==> src/rtl/next_pc_unit_if.sv <==
// next_pc_unit_if: decode-side controls into the next-PC stage and the
// fetch address / link / status signals coming back out of it.
// Optional feature macro: BRANCH_PERF_CNT_EN (adds taken_cnt).
//
// There is no valid/ready pair on this bus. instr_valid qualifies the
// controls for one cycle, and stall holds that instruction in place.
// An instruction is consumed on a rising edge only when instr_valid=1,
// stall=0 and the unit is not halted. Controls are sampled fresh every
// cycle, so nothing is captured while the instruction waits.
interface next_pc_unit_if #(
   parameter int ADDR_W = 32,
   parameter int OFF_W  = 26
);
   logic              instr_valid;
   logic              stall;
   logic              JCout;
   logic              UncondJump;
   logic              JumpReg;
   logic              Call;
   logic              halt;
   logic              resume;
   logic [OFF_W-1:0]  offset;
   logic [ADDR_W-1:0] rs_val;
   logic [ADDR_W-1:0] pc;
   logic [ADDR_W-1:0] link_addr;
   logic              link_we;
   logic              branch_taken;
   logic              halted;
   logic              misalign_err;
`ifdef BRANCH_PERF_CNT_EN
   logic [31:0]       taken_cnt;
`endif

   // Decoder / fetch side
   modport master (
      output instr_valid, stall, JCout, UncondJump, JumpReg, Call,
             halt, resume, offset, rs_val,
`ifdef BRANCH_PERF_CNT_EN
      input  taken_cnt,
`endif
      input  pc, link_addr, link_we, branch_taken, halted, misalign_err
   );

   // Next-PC unit side
   modport slave (
      input  instr_valid, stall, JCout, UncondJump, JumpReg, Call,
             halt, resume, offset, rs_val,
`ifdef BRANCH_PERF_CNT_EN
      output taken_cnt,
`endif
      output pc, link_addr, link_we, branch_taken, halted, misalign_err
   );
endinterface

==> src/rtl/next_pc_unit.sv <==
// next_pc_unit: program counter, next-PC select, RUN/HALT state machine
// and link-register write strobe for the single-cycle core.
// Optional feature macro: BRANCH_PERF_CNT_EN (saturating taken-branch
// counter on bus.taken_cnt).
// The FSM state is visible on bus.halted, which is 1 exactly in HALT.
module next_pc_unit #(
   parameter int ADDR_W = 32,
   parameter int OFF_W  = 26
) (
   input logic           clk,
   input logic           rst,
   next_pc_unit_if.slave bus
);

   typedef enum logic {
      RUN  = 1'b0,
      HALT = 1'b1
   } state_t;

   state_t            state_q;
   logic [ADDR_W-1:0] pc_q;
   logic              misalign_q;

   logic              advance;
   logic              accept;
   logic              jump_rel;
   logic [ADDR_W-1:0] off_words;
   logic [ADDR_W-1:0] pc_seq;
   logic [ADDR_W-1:0] pc_rel;
   logic [ADDR_W-1:0] pc_reg;
   logic [ADDR_W-1:0] pc_next;

   // An instruction is consumed only while running. A consumed halt
   // freezes the PC instead of being treated as a normal step.
   assign advance  = bus.instr_valid & ~bus.stall & (state_q == RUN);
   assign accept   = advance & ~bus.halt;
   assign jump_rel = bus.UncondJump | bus.JCout;

   // Candidate targets. The offset is in words and is sign-extended
   // before scaling. All adds wrap modulo 2^ADDR_W.
   assign off_words = {{(ADDR_W-OFF_W){bus.offset[OFF_W-1]}}, bus.offset};
   assign pc_seq    = pc_q + ADDR_W'(4);
   assign pc_rel    = pc_seq + (off_words << 2);
   assign pc_reg    = {bus.rs_val[ADDR_W-1:2], 2'b00};

   // Priority select: register jump, then relative jump, then sequential
   always_comb begin
      pc_next = pc_seq;
      if (bus.JumpReg) begin
         pc_next = pc_reg;
      end else if (jump_rel) begin
         pc_next = pc_rel;
      end
   end

   // RUN/HALT state machine together with the PC and the sticky misalign flag
   always_ff @(posedge clk) begin
      if (rst) begin
         state_q    <= RUN;
         pc_q       <= '0;
         misalign_q <= 1'b0;
      end else begin
         case (state_q)
            RUN: begin
               if (advance && bus.halt) begin
                  // PC keeps pointing at the halt instruction
                  state_q <= HALT;
               end else if (accept) begin
                  pc_q <= pc_next;
                  if (bus.JumpReg && (bus.rs_val[1:0] != 2'b00)) begin
                     misalign_q <= 1'b1;
                  end
               end
            end
            HALT: begin
               if (bus.resume) begin
                  state_q <= RUN;
                  pc_q    <= pc_seq;
               end
            end
            default: begin
               state_q <= RUN;
            end
         endcase
      end
   end

   // Output drive. Both strobes are forced low while reset is high.
   assign bus.pc           = pc_q;
   assign bus.link_addr    = pc_seq;
   assign bus.halted       = (state_q == HALT);
   assign bus.misalign_err = misalign_q;
   assign bus.link_we      = ~rst & accept & bus.Call;
   assign bus.branch_taken = ~rst & accept & (bus.JumpReg | jump_rel);

`ifdef BRANCH_PERF_CNT_EN
   logic [31:0] taken_cnt_q;

   // Saturating count of cycles with branch_taken high
   always_ff @(posedge clk) begin
      if (rst) begin
         taken_cnt_q <= '0;
      end else if (bus.branch_taken && (taken_cnt_q != 32'hFFFF_FFFF)) begin
         taken_cnt_q <= taken_cnt_q + 32'd1;
      end
   end

   assign bus.taken_cnt = taken_cnt_q;
`endif

endmodule

==> src/flat_wrapper.sv <==
// flat-port wrapper written by rule: the top's interface ports become plain ports
module next_pc_unit_flat 
#(
   parameter int ADDR_W = 32,
   parameter int OFF_W  = 26
)
  (clk, rst, bus_instr_valid, bus_stall, bus_JCout, bus_UncondJump, bus_JumpReg, bus_Call, bus_halt, bus_resume, bus_offset, bus_rs_val, bus_pc, bus_link_addr, bus_link_we, bus_branch_taken, bus_halted, bus_misalign_err);
  next_pc_unit_if #(.ADDR_W(ADDR_W), .OFF_W(OFF_W)) bus_i ();
  input logic clk;
  input logic rst;
  input wire logic [$bits(bus_i.instr_valid)-1:0] bus_instr_valid;
  input wire logic [$bits(bus_i.stall)-1:0] bus_stall;
  input wire logic [$bits(bus_i.JCout)-1:0] bus_JCout;
  input wire logic [$bits(bus_i.UncondJump)-1:0] bus_UncondJump;
  input wire logic [$bits(bus_i.JumpReg)-1:0] bus_JumpReg;
  input wire logic [$bits(bus_i.Call)-1:0] bus_Call;
  input wire logic [$bits(bus_i.halt)-1:0] bus_halt;
  input wire logic [$bits(bus_i.resume)-1:0] bus_resume;
  input wire logic [$bits(bus_i.offset)-1:0] bus_offset;
  input wire logic [$bits(bus_i.rs_val)-1:0] bus_rs_val;
  output wire logic [$bits(bus_i.pc)-1:0] bus_pc;
  output wire logic [$bits(bus_i.link_addr)-1:0] bus_link_addr;
  output wire logic [$bits(bus_i.link_we)-1:0] bus_link_we;
  output wire logic [$bits(bus_i.branch_taken)-1:0] bus_branch_taken;
  output wire logic [$bits(bus_i.halted)-1:0] bus_halted;
  output wire logic [$bits(bus_i.misalign_err)-1:0] bus_misalign_err;
  assign bus_i.instr_valid = bus_instr_valid;
  assign bus_i.stall = bus_stall;
  assign bus_i.JCout = bus_JCout;
  assign bus_i.UncondJump = bus_UncondJump;
  assign bus_i.JumpReg = bus_JumpReg;
  assign bus_i.Call = bus_Call;
  assign bus_i.halt = bus_halt;
  assign bus_i.resume = bus_resume;
  assign bus_i.offset = bus_offset;
  assign bus_i.rs_val = bus_rs_val;
  assign bus_pc = bus_i.pc;
  assign bus_link_addr = bus_i.link_addr;
  assign bus_link_we = bus_i.link_we;
  assign bus_branch_taken = bus_i.branch_taken;
  assign bus_halted = bus_i.halted;
  assign bus_misalign_err = bus_i.misalign_err;
  next_pc_unit #(.ADDR_W(ADDR_W), .OFF_W(OFF_W)) u_core (.clk(clk), .rst(rst), .bus(bus_i));
endmodule
==> config.mk <==
export PLATFORM = sky130hd
export DESIGN_NAME = next_pc_unit_flat
export DESIGN_NICKNAME = d
export VERILOG_FILES = /design/src/rtl/next_pc_unit_if.sv /design/src/rtl/next_pc_unit.sv /design/src/flat_wrapper.sv
export SDC_FILE = /design/constraint.sdc
export NUM_CORES = 1
export LEC_CHECK = 0
export CAP_MARGIN = 5
export CORE_ASPECT_RATIO = 0.7
export CORE_MARGIN = 1.5
export CORE_UTILIZATION = 51
export DETAILED_ROUTE_END_ITERATION = 16
export PLACE_DENSITY = 0.92
export SYNTH_ARGS = -nofsm -noshare
export SYNTH_HDL_FRONTEND = slang
export SYNTH_SLANG_ARGS = --single-unit
==> constraint.sdc <==
create_clock -name clk -period 6.55 [get_ports clk]
set_input_delay 0.655 -clock clk [delete_from_list [all_inputs] [get_ports clk]]
set_output_delay 0.655 -clock clk [all_outputs]
set_load 0.1 [all_outputs]
==> metrics.txt, run 1 <==
Netlist cell types 80; slowest stage cell, crit path clkdlybuf4s50_1; 1st-pass router iterations 5; Critical Path AT 3.91 ns; Net Sw Frac 0.4844; CTS clk-pin slew, worst paths 0.06 ns; fillcell total 647; peak supply drop 105.8 µV; largest net degree at the start of global routing 27; register share of total power 0.226; hold violation count in the final report 0; PwrDens 178.8 mW/mm²; vias in the first global route 4986; commonest non-fill, non-tap cell in the layout clkdlybuf4s50_1; Synth Register Bits 32; initial antenna violation count 0; Buf+Inv Stages, Crit Path 1; I/O pin count 136; Hold Path Stages 2; synth warn 0; DIE HEIGHT 78.68 µm; sequential share of the synthesized area 0.1535; CTS tree yes; Pint 521.3 µW; cts hold-fix bufs 0; Crit path largest cell delay 1.18 ns; power share of the combinational group 0.531; post-CTS resize count 0; DRT iter0 DRCs 612; Setup Buffers After CTS 0; detailed-route via count 5142; diodes inserted 0; WL per Instance 20.11 µm; Cell Area, Synth 0.004173 mm²; Req. time, crit path 5.89 ns; Fin Setup TNS 0 ns; outcome complete, no violations; RSZ-0062 raised after global routing false; Fmax 0.2192 GHz; Pins Over Slew Limit 0; Post-Route WL 15640 µm; maxcap violations 0; final worst path period share 0.6965; post-synthesis async set-or-reset flop share 0; clk sink count 32; Post-Route Skew 0.007979 ns; TritonCTS buffer count 5; EDFF count, synth 0; crit-path max FO 7; Slew headroom 0.1144; WP depth 8; core area 0.007905 mm²; Mean Syn Cell Area 7.372 µm²; gr ovfl total 0; critical path type register to output pin; die area 0.008742 mm²; drc violations 0; nets 781; Clock Path Buffers 2; Hold Crit Class register to register; worst-margin pin slew 1.323 ns; # port buffers 131; Tot GR Track Use 0.3527; CTS root buf clkbuf_16; Clock Latency Late Sink 0.29 ns; post-DR vias/cell 6.609; Leakage 0.002310 µW; critical path cell sequence ha_1, and3_1, and3_1, nand2_1, nor4_2, nand2_1, xnor2_1, clkdlybuf4s50_1; wire length of the first global-routing pass 24920 µm; CP top delay family simple AND/OR/NAND/NOR gates; Final min period 4.562 ns; Setup violations, final 0; Clk pwr share 0.243; Post-synth top flop dfxtp_1; CP endpoint kind output pin; crit start category register; Hold Slack 0.4562 ns; HPWL after DPL 11890 µm; ANT nets after route 0; most frequent cells in the layout 131 x clkdlybuf4s50_1, 60 x nor2_1, 49 x a21oi_1; Rows 27; Die X-Extent 111.1 µm; max reg flops 30; htree depth 2; Starting Density 0.5279; gpl congestion 1.006; cells after synthesis 566; P&R area growth vs syn 35.50%; R2R depth 16; share of layout cells above drive strength 1 0.05318; Psw 489.8 µW
## worst register-to-register path, stage by stage, from the launching register on
cell and delay (ns):
dfxtp_1 0.45, ha_1 0.28, and3_1 0.25, nand2_1 0.14, nor3b_4 0.36, and3_4 0.26, and3_4 0.22, xor2_1 0.09
ha_1 0.46, nand4_1 0.15, or4_1 0.56, or2_1 0.27, o221ai_2 0.26, a2111oi_2 0.12, nor4_1 0.32, a31o_1 0.15
a21oi_2 0.05
## stage by stage
stage	instances	area [µm²]	utilization	power [µW]	setup slack, ns
2_1_floorplan	569	4184	-	612.3	0.4527
3_3_place_gp	770	5509	0.6969	748.5	2.343
3_5_place_dp	770	5509	0.6969	758.7	2.142
4_1_cts	778	5654	0.7153	997.3	2.068
5_1_grt	778	5654	0.7153	1049	1.808
6_report	778	5654	0.7153	1011	1.988
## Yosys cell counts (4+ instances only)
cell,count,area share
o22ai_1,4,0.0060
xor2_1,19,0.040
a221oi_1,8,0.017
buf_2,10,0.012
nand4_1,15,0.022
clkbuf_1,21,0.019
nor2_1,60,0.054
a21o_1,20,0.036
a31oi_1,4,0.0060
dfxtp_1,32,0.15
ha_1,36,0.11
a21oi_1,50,0.060
o21ai_1,8,0.0096
and3_1,9,0.013
buf_4,4,0.0072
a22oi_1,12,0.022
nor3_1,17,0.020
inv_1,17,0.015
a211oi_1,9,0.016
nor2b_1,5,0.0075
o32ai_1,4,0.0084
nand3_1,18,0.022
o21a_1,4,0.0072
o21ai_0,25,0.030
xnor2_1,30,0.063
nand2_1,40,0.036
a221o_1,9,0.022
## layout make-up
| type | instances | area (µm²) | area share |
|---|---|---|---|
| Multi-Input combinational cell | 483 | 3322 | 0.5875 |
| Sequential cell | 32 | 640.6 | 0.1133 |
| Inverter | 17 | 63.81 | 0.01129 |
| Tap cell | 101 | 126.4 | 0.02235 |
| Clock inverter | 2 | 16.27 | 0.002877 |
| Timing Repair Buffer | 137 | 1356 | 0.2399 |
| Clock buffer | 6 | 128.9 | 0.02279 |
## per-layer routing
| layer | GRT usage | wire length [µm] | vias up |
|---|---|---|---|
| met5 | 0 | 0 | - |
| met4 | 0.1190 | 398 | 0 |
| met3 | 0.09884 | 1932 | 49 |
| met2 | 0.5605 | 7028 | 400 |
| met1 | 0.4624 | 6284 | 2360 |
| li1 | - | - | 2333 |
## power by group through the flow
stage	registers, µW	logic, µW	clock network [µW]
after floorplan	310	302	0
after global placement	230	518	0
after detailed placement	232	527	0
after CTS	227	529	240
after global routing	230	564	255
final	229	537	246
## final timing paths
kind                                                           start                                   end  slack, ns
worst min-delay path            u_core.bus.misalign_err$_SDFFE_PP0P_  u_core.bus.misalign_err$_SDFFE_PP0P_       0.46
worst max register to register         u_core.bus.pc[2]$_SDFFE_PP0P_        u_core.bus.pc[31]$_SDFFE_PP0P_       2.04
worst min register to register  u_core.bus.misalign_err$_SDFFE_PP0P_  u_core.bus.misalign_err$_SDFFE_PP0P_       0.46
worst max-delay path                   u_core.bus.pc[2]$_SDFFE_PP0P_                     bus_link_addr[30]       1.99
## logic make-up (layout without fill, tap and decap cells)
| kind of cell | count (synthesis) | after routing | synth area share |
|---|---|---|---|
| other | 1 | 4 | 0.0008987 |
| adders and majority gates | 37 | 37 | 0.1127 |
| AOI/OAI and AO/OA | 191 | 191 | 0.3148 |
| and+or+nand+nor | 199 | 199 | 0.2507 |
| buffers and inverters | 54 | 162 | 0.05547 |
| DFF | 32 | 32 | 0.1535 |
| muxes | 2 | 2 | 0.005097 |
| xor gates and xnor gates | 50 | 50 | 0.1067 |
Note: power is estimated with default switching activity, not from simulation.
==> inputs of run 2 (changes only) <==
--- a/config.mk
+++ b/config.mk
@@ -8,9 +8,9 @@
 export CAP_MARGIN = 5
 export CORE_ASPECT_RATIO = 0.7
 export CORE_MARGIN = 1.5
-export CORE_UTILIZATION = 51
+export CORE_UTILIZATION = 43
 export DETAILED_ROUTE_END_ITERATION = 16
-export PLACE_DENSITY = 0.92
+export PLACE_DENSITY = 0.83
 export SYNTH_ARGS = -nofsm -noshare
 export SYNTH_HDL_FRONTEND = slang
 export SYNTH_SLANG_ARGS = --single-unit
==> constraint.sdc (replaced) <==
create_clock -name clk -period 3.78 [get_ports clk]
set_input_delay 0.378 -clock clk [delete_from_list [all_inputs] [get_ports clk]]
set_output_delay 0.378 -clock clk [all_outputs]
set_load 0.1 [all_outputs]
==> run 2 against run 1 <==
Effect of this change:
- sequential share of layout area shrank 1.2 points
- critical path type is now register to register
- critical path depth grew 8
- clock-buffer cell count shrank 1
- highest routed layer unchanged
- largest cell class unchanged
- core utilization grew 2.4 points
==> metrics.txt, run 2 (synthesis gave the netlist of run 1 again) <==
slowest stage cell, crit path o41a_1; PwrDens 277.3 mW/mm² (+55%); final worst path period share 0.9931; max reg flops 30 (unchanged); Slew headroom 0.3187 (+0.2042); CTS tree yes; Rows 29 (+7.4%); commonest non-fill, non-tap cell in the layout clkdlybuf4s50_1; worst-margin pin slew 1.022 ns (-0.3015 ns); WL per Instance 20.45 µm (+1.7%); # port buffers 131 (unchanged); Hold Slack 0.4819 ns (+0.02566 ns); Leakage 0.002896 µW (+25%); 1st-pass router iterations 5 (unchanged); ANT nets after route 0 (unchanged); Critical Path AT 3.95 ns (+0.04 ns); Hold Crit Class register to register; outcome complete, no violations; TritonCTS buffer count 5 (unchanged); critical path type register to register; drc violations 0 (unchanged); power share of the combinational group 0.569 (+0.038); fillcell total 692 (+7.0%); diodes inserted 0 (unchanged); Final min period 3.754 ns; post-DR vias/cell 6.258 (-5.3%); P&R area growth vs syn 63.93%; Fmax 0.2664 GHz; Post-Route WL 17780 µm (+14%); I/O pin count 136 (unchanged); gpl congestion 1.029 (+2.2%); Pint 980.8 µW (+88%); wire length of the first global-routing pass 27720 µm (+11%); die area 0.01031 mm² (+18%); share of layout cells above drive strength 1 0.2859 (+0.2327); htree depth 2 (unchanged); CTS clk-pin slew, worst paths 0.06 ns (about the same); most frequent cells in the layout 104 x clkdlybuf4s50_1, 100 x buf_4, 55 x nor2_1; Clk pwr share 0.225 (-0.018); crit-path max FO 6 (-1); Buf+Inv Stages, Crit Path 1 (unchanged); register share of total power 0.206 (-0.020); CP top delay family compound AO/OA/AOI/OAI gates; core area 0.009253 mm² (+17%); CP endpoint kind register; peak supply drop 185.7 µV (+75%); detailed-route via count 5438 (+5.8%); clk sink count 32 (unchanged); Req. time, crit path 3.98 ns (-1.91 ns); HPWL after DPL 13460 µm (+13%); DRT iter0 DRCs 561 (-8.3%); gr ovfl total 0 (unchanged); area post-placement 0.006325 mm² (+15%); RSZ-0062 raised after global routing true; Die X-Extent 120.7 µm (+8.7%); Net Sw Frac 0.4829 (-0.001530); maxcap violations 0 (unchanged); crit start category register; nets 849 (+8.7%); Pins Over Slew Limit 0 (unchanged); Clock Latency Late Sink 0.29 ns (about the same); critical path cell sequence and3_4, or3b_4, nor2_4, buf_4, nand3_2, xnor2_4, ha_1, nand4_1, a211oi_2, a21oi_2, o41a_1, o21ai_2, a311oi_2, xnor2_1, nand2_1, a311oi_1; CTS root buf clkbuf_16; hold violation count in the final report 0 (unchanged); final instance area 0.006840 mm² (+21%); Tot GR Track Use 0.3418 (-0.01090); initial antenna violation count 0 (unchanged); largest net degree at the start of global routing 38 (+41%); DIE HEIGHT 85.42 µm (+8.6%); Psw 915.8 µW (+87%); Setup violations, final 0 (unchanged); Clock Path Buffers 2 (unchanged); Post-Route Skew 0.006913 ns (-0.001065 ns); Starting Density 0.4510 (-0.07688); cts hold-fix bufs 0 (unchanged); Crit path largest cell delay 0.42 ns (-0.76 ns); vias in the first global route 5242 (+5.1%)
## run 2: per-stage QoR
stage                     cells  utilization  worst slack (ns)  total power (µW)  setup TNS (ns)
final                       869       0.7393           0.02617              1897               0
after global routing        869       0.7393           -0.1459              1961         -0.4623
after CTS                   861       0.7139           0.01478              1840               0
after detailed placement    847       0.6836           -0.1015              1403         -0.1764
after global placement      847       0.6836           0.03665              1387               0
after floorplan             569            -           -0.7070              1100          -7.836
## run 2: power groups by stage
stage	clock network [µW]	registers, µW	logic, µW
finish	427	390	1080
detailed placement	0	396	1010
CTS	423	389	1030
global route	438	393	1130
floorplan	0	548	552
global placement	0	395	992
## run 2: worst paths after layout
kind | cells past startpoint | slack (ns) | end | startpoint
setup / recovery | 16 | 0.03 | u_core.bus.pc[30]$_SDFFE_PP0P_ | u_core.bus.pc[2]$_SDFFE_PP0P_
hold / removal | 2 | 0.48 | u_core.bus.misalign_err$_SDFFE_PP0P_ | u_core.bus.misalign_err$_SDFFE_PP0P_
setup reg to reg | 16 | 0.03 | u_core.bus.pc[30]$_SDFFE_PP0P_ | u_core.bus.pc[2]$_SDFFE_PP0P_
hold reg to reg | 2 | 0.48 | u_core.bus.misalign_err$_SDFFE_PP0P_ | u_core.bus.misalign_err$_SDFFE_PP0P_
## run 2: what timing repair did
item / CTS / global route
buffers inserted: 6 / 8
endpoints found under the setup margin: 4 / 9
pin swaps: 8 / 25
endpoints found under the hold margin: 0 / 0
gates resized for setup: 14 / 33
## run 2: layer usage
metal  global-route usage  share of wire  vias to the layer above
met3              0.07392           0.11                       30
met2               0.5124           0.43                      354
li1                     -              -                     2477
met4              0.07487          0.015                        0
met5                    0              0                        -
met1               0.5006           0.45                     2577
## run 2: final cells by class
class,instances,area [µm²],area share
Clock buffer,5,125.1,0.01829
Tap cell,124,155.1,0.02268
Sequential cell,32,693.2,0.1013
Clock inverter,3,18.77,0.002744
Multi-Input combinational cell,483,3981,0.5820
Timing Repair Buffer,205,1803,0.2636
Inverter,17,63.81,0.009329
## run 2: worst reg2reg max path: stages, from the launching register on
cell and delay [ns]:
dfxtp_4 0.38, and3_4 0.18, or3b_4 0.40, nor2_4 0.10, buf_4 0.14, nand3_2 0.13, xnor2_4 0.18, ha_1 0.36
nand4_1 0.16, a211oi_2 0.26, a21oi_2 0.11, o41a_1 0.42, o21ai_2 0.22, a311oi_2 0.16, xnor2_1 0.18, nand2_1 0.08
a311oi_1 0.21
==> inputs of run 3 (changes only) <==
--- a/config.mk
+++ b/config.mk
@@ -10,6 +10,7 @@
 export CORE_MARGIN = 1.5
 export CORE_UTILIZATION = 43
 export DETAILED_ROUTE_END_ITERATION = 16
+export GPL_TIMING_DRIVEN = 0
 export PLACE_DENSITY = 0.83
 export SYNTH_ARGS = -nofsm -noshare
 export SYNTH_HDL_FRONTEND = slang
==> run 3 against run 2 <==
Effect of this change:
- the flow now finishes with violations (negative setup slack)
- clock-buffer cell count did not move
- sequential power increased by 3%
- register-to-register slack got worse by 0.09 ns
- critical path type unchanged
- critical endpoint is now u_core.bus.pc[29]$_SDFFE_PP0P_
- largest cell class unchanged
- highest routed layer unchanged
==> metrics.txt, run 3 (synthesis gave the netlist of run 1 again) <==
share of layout cells above drive strength 1 0.2450 (-0.04090); slowest stage cell, crit path dfxtp_4; commonest non-fill, non-tap cell in the layout clkdlybuf4s50_1; CP endpoint kind register; gr ovfl total 0 (unchanged); crit path setup slack, layout -0.06494 ns (-0.09111 ns); HPWL after DPL 13090 µm (-2.7%); Leakage 0.002907 µW (+0.39%); Hold Slack 0.4654 ns (-0.01646 ns); detailed-route via count 5641 (+3.7%); critical path type register to register; RSZ-0062 raised after global routing true; DIE HEIGHT 85.42 µm (unchanged); Core Util, Final 0.7559 (+0.01663); hold violation count in the final report 0 (unchanged); Slew headroom 0.2954 (-0.02326); peak supply drop 196.7 µV (+5.9%); most frequent cells in the layout 123 x clkdlybuf4s50_1, 54 x nor2_1, 45 x buf_4; Hold Crit Class register to register; PwrDens 267.5 mW/mm² (-3.5%); 1st-pass router iterations 5 (unchanged); I/O pin count 136 (unchanged); ANT nets after route 0 (unchanged); outcome complete, but fails checks; die area 0.01031 mm² (unchanged); core area 0.009253 mm² (unchanged); DRT iter0 DRCs 718 (+28%); Critical Path AT 3.99 ns (+0.04 ns); nets 855 (+0.71%); Pins Over Slew Limit 0 (unchanged); Crit path largest cell delay 0.37 ns (-0.05 ns); Clock Path Buffers 2 (unchanged); CTS tree yes; Final min period 3.845 ns (+0.09111 ns); failing checks negative setup slack; Tot GR Track Use 0.3358 (-0.005987); drc violations 0 (unchanged); wire length of the first global-routing pass 27130 µm (-2.1%); Req. time, crit path 3.92 ns (-0.06 ns); CTS clk-pin slew, worst paths 0.06 ns (about the same); R2R depth 18 (+2); maxcap violations 0 (unchanged); diodes inserted 0 (unchanged); worst-margin pin slew 1.057 ns (+0.03489 ns); final worst path period share 1.017 (+0.02410); htree depth 2 (unchanged); P&R area growth vs syn 67.62%; Setup violations, final 3 (+3); CTS root buf clkbuf_16; Die X-Extent 120.7 µm (unchanged); gpl congestion 0.9209 (-10%); Clock Latency Late Sink 0.28 ns (about the same); crit-path max FO 6 (unchanged); Fin Setup TNS -0.1661 ns (-0.1661 ns); vias in the first global route 5170 (-1.4%); Post-Route WL 18270 µm (+2.8%); TritonCTS buffer count 5 (unchanged); Hold Path Stages 2 (unchanged); post-DR vias/cell 6.447 (+3.0%); clk sink count 32 (unchanged); Starting Density 0.4510 (unchanged); WL per Instance 20.88 µm (+2.1%); Fmax 0.2601 GHz (-2.4%); max reg flops 30 (unchanged); Rows 29 (unchanged); initial antenna violation count 0 (unchanged); largest net degree at the start of global routing 11 (-71%); crit start category register; # port buffers 130 (-0.76%); Post-Route Skew 0.004406 ns (-0.002508 ns); critical path cell sequence ha_4, and3_4, and3_1, buf_6, nand2_4, nor4_4, buf_4, nand2_1, xnor2_4, ha_4, nand4_1, or2_4, o221ai_4, buf_6, a31oi_1, xnor2_1, a21oi_1, nor3_1
run 3: changes by cell type in the layout (fill, tap and decap cells not counted), moves of 3 or more:
| cell | change |
|---|---|
| nand3_4 | +3 |
| a21oi_2 | -3 |
| clkbuf_1 | +17 |
| clkdlybuf4s50_1 | +19 |
| dlygate4sd2_1 | +4 |
| nand2_1 | -3 |
| buf_2 | +5 |
| o21ai_1 | -3 |
| dlymetal6s2s_1 | +3 |
| nor2_4 | +3 |
| buf_6 | +9 |
| buf_4 | -55 |
run 3: repair_timing:
action,in CTS,in global routing
pin swaps,23,24
setup buffers,25,22
gates resized for setup,36,49
hold buffers,0,0
setup endpoints to repair,17,14
hold endpoints to repair,0,0
run 3: cell type report:
type	instances	area, µm²
multi-input cells	483	4070
clock inverters	3	13.76
plain buffers	34	193.9
inverters	17	63.81
well taps	124	155.1
fillers	681	2258
clock buffers	5	125.1
repair buffers	177	1679
flip-flops and latches	32	693.2
run 3: critical path, delay by kind of cell, from the launching register on:
| kind | cells | cell delay (ns) |
|---|---|---|
| xor+xnor | 2 | 0.34 |
| flops | 1 | 0.37 |
| simple gates | 8 | 1.53 |
| compound gates | 3 | 0.50 |
| buf+inv | 3 | 0.47 |
| fa+ha+maj | 2 | 0.50 |
run 3: where the power goes:
group	switching (µW)	internal [µW]	leakage, µW	total (µW)
Combinational	695	376	0.00256	1070
Sequential	46.4	357	0.000273	403
Clock	157	239	0.0000710	396
Total	899	972	0.00291	1870
run 3: per-stage QoR:
| stage | std cells | cell area, µm² | setup WS, ns | power (µW) |
|---|---|---|---|---|
| global placement | 823 | 6111 | -0.5220 | 1360 |
| floorplan | 569 | 4654 | -0.7070 | 1100 |
| finish | 875 | 6994 | -0.06494 | 1871 |
| CTS | 854 | 6588 | -0.07396 | 1798 |
| global route | 875 | 6994 | -0.1645 | 1934 |
| detailed placement | 823 | 6111 | -0.5795 | 1374 |
run 3: path summary, 6_finish.rpt:
kind / from / end / slack [ns]
min reg2reg: u_core.bus.misalign_err$_SDFFE_PP0P_ / u_core.bus.misalign_err$_SDFFE_PP0P_ / 0.47
max reg2reg: u_core.bus.pc[2]$_SDFFE_PP0P_ / u_core.bus.pc[29]$_SDFFE_PP0P_ / -0.06
max: u_core.bus.pc[2]$_SDFFE_PP0P_ / u_core.bus.pc[29]$_SDFFE_PP0P_ / -0.06
min: u_core.bus.misalign_err$_SDFFE_PP0P_ / u_core.bus.misalign_err$_SDFFE_PP0P_ / 0.47
run 3: layer usage:
| layer | GRT usage | part of all wire | vias up |
|---|---|---|---|
| met5 | 0 | 0 | - |
| met4 | 0.09091 | 0.030 | 0 |
| met3 | 0.05914 | 0.12 | 73 |
| met2 | 0.5176 | 0.43 | 445 |
| met1 | 0.4821 | 0.42 | 2632 |
| li1 | - | - | 2491 |
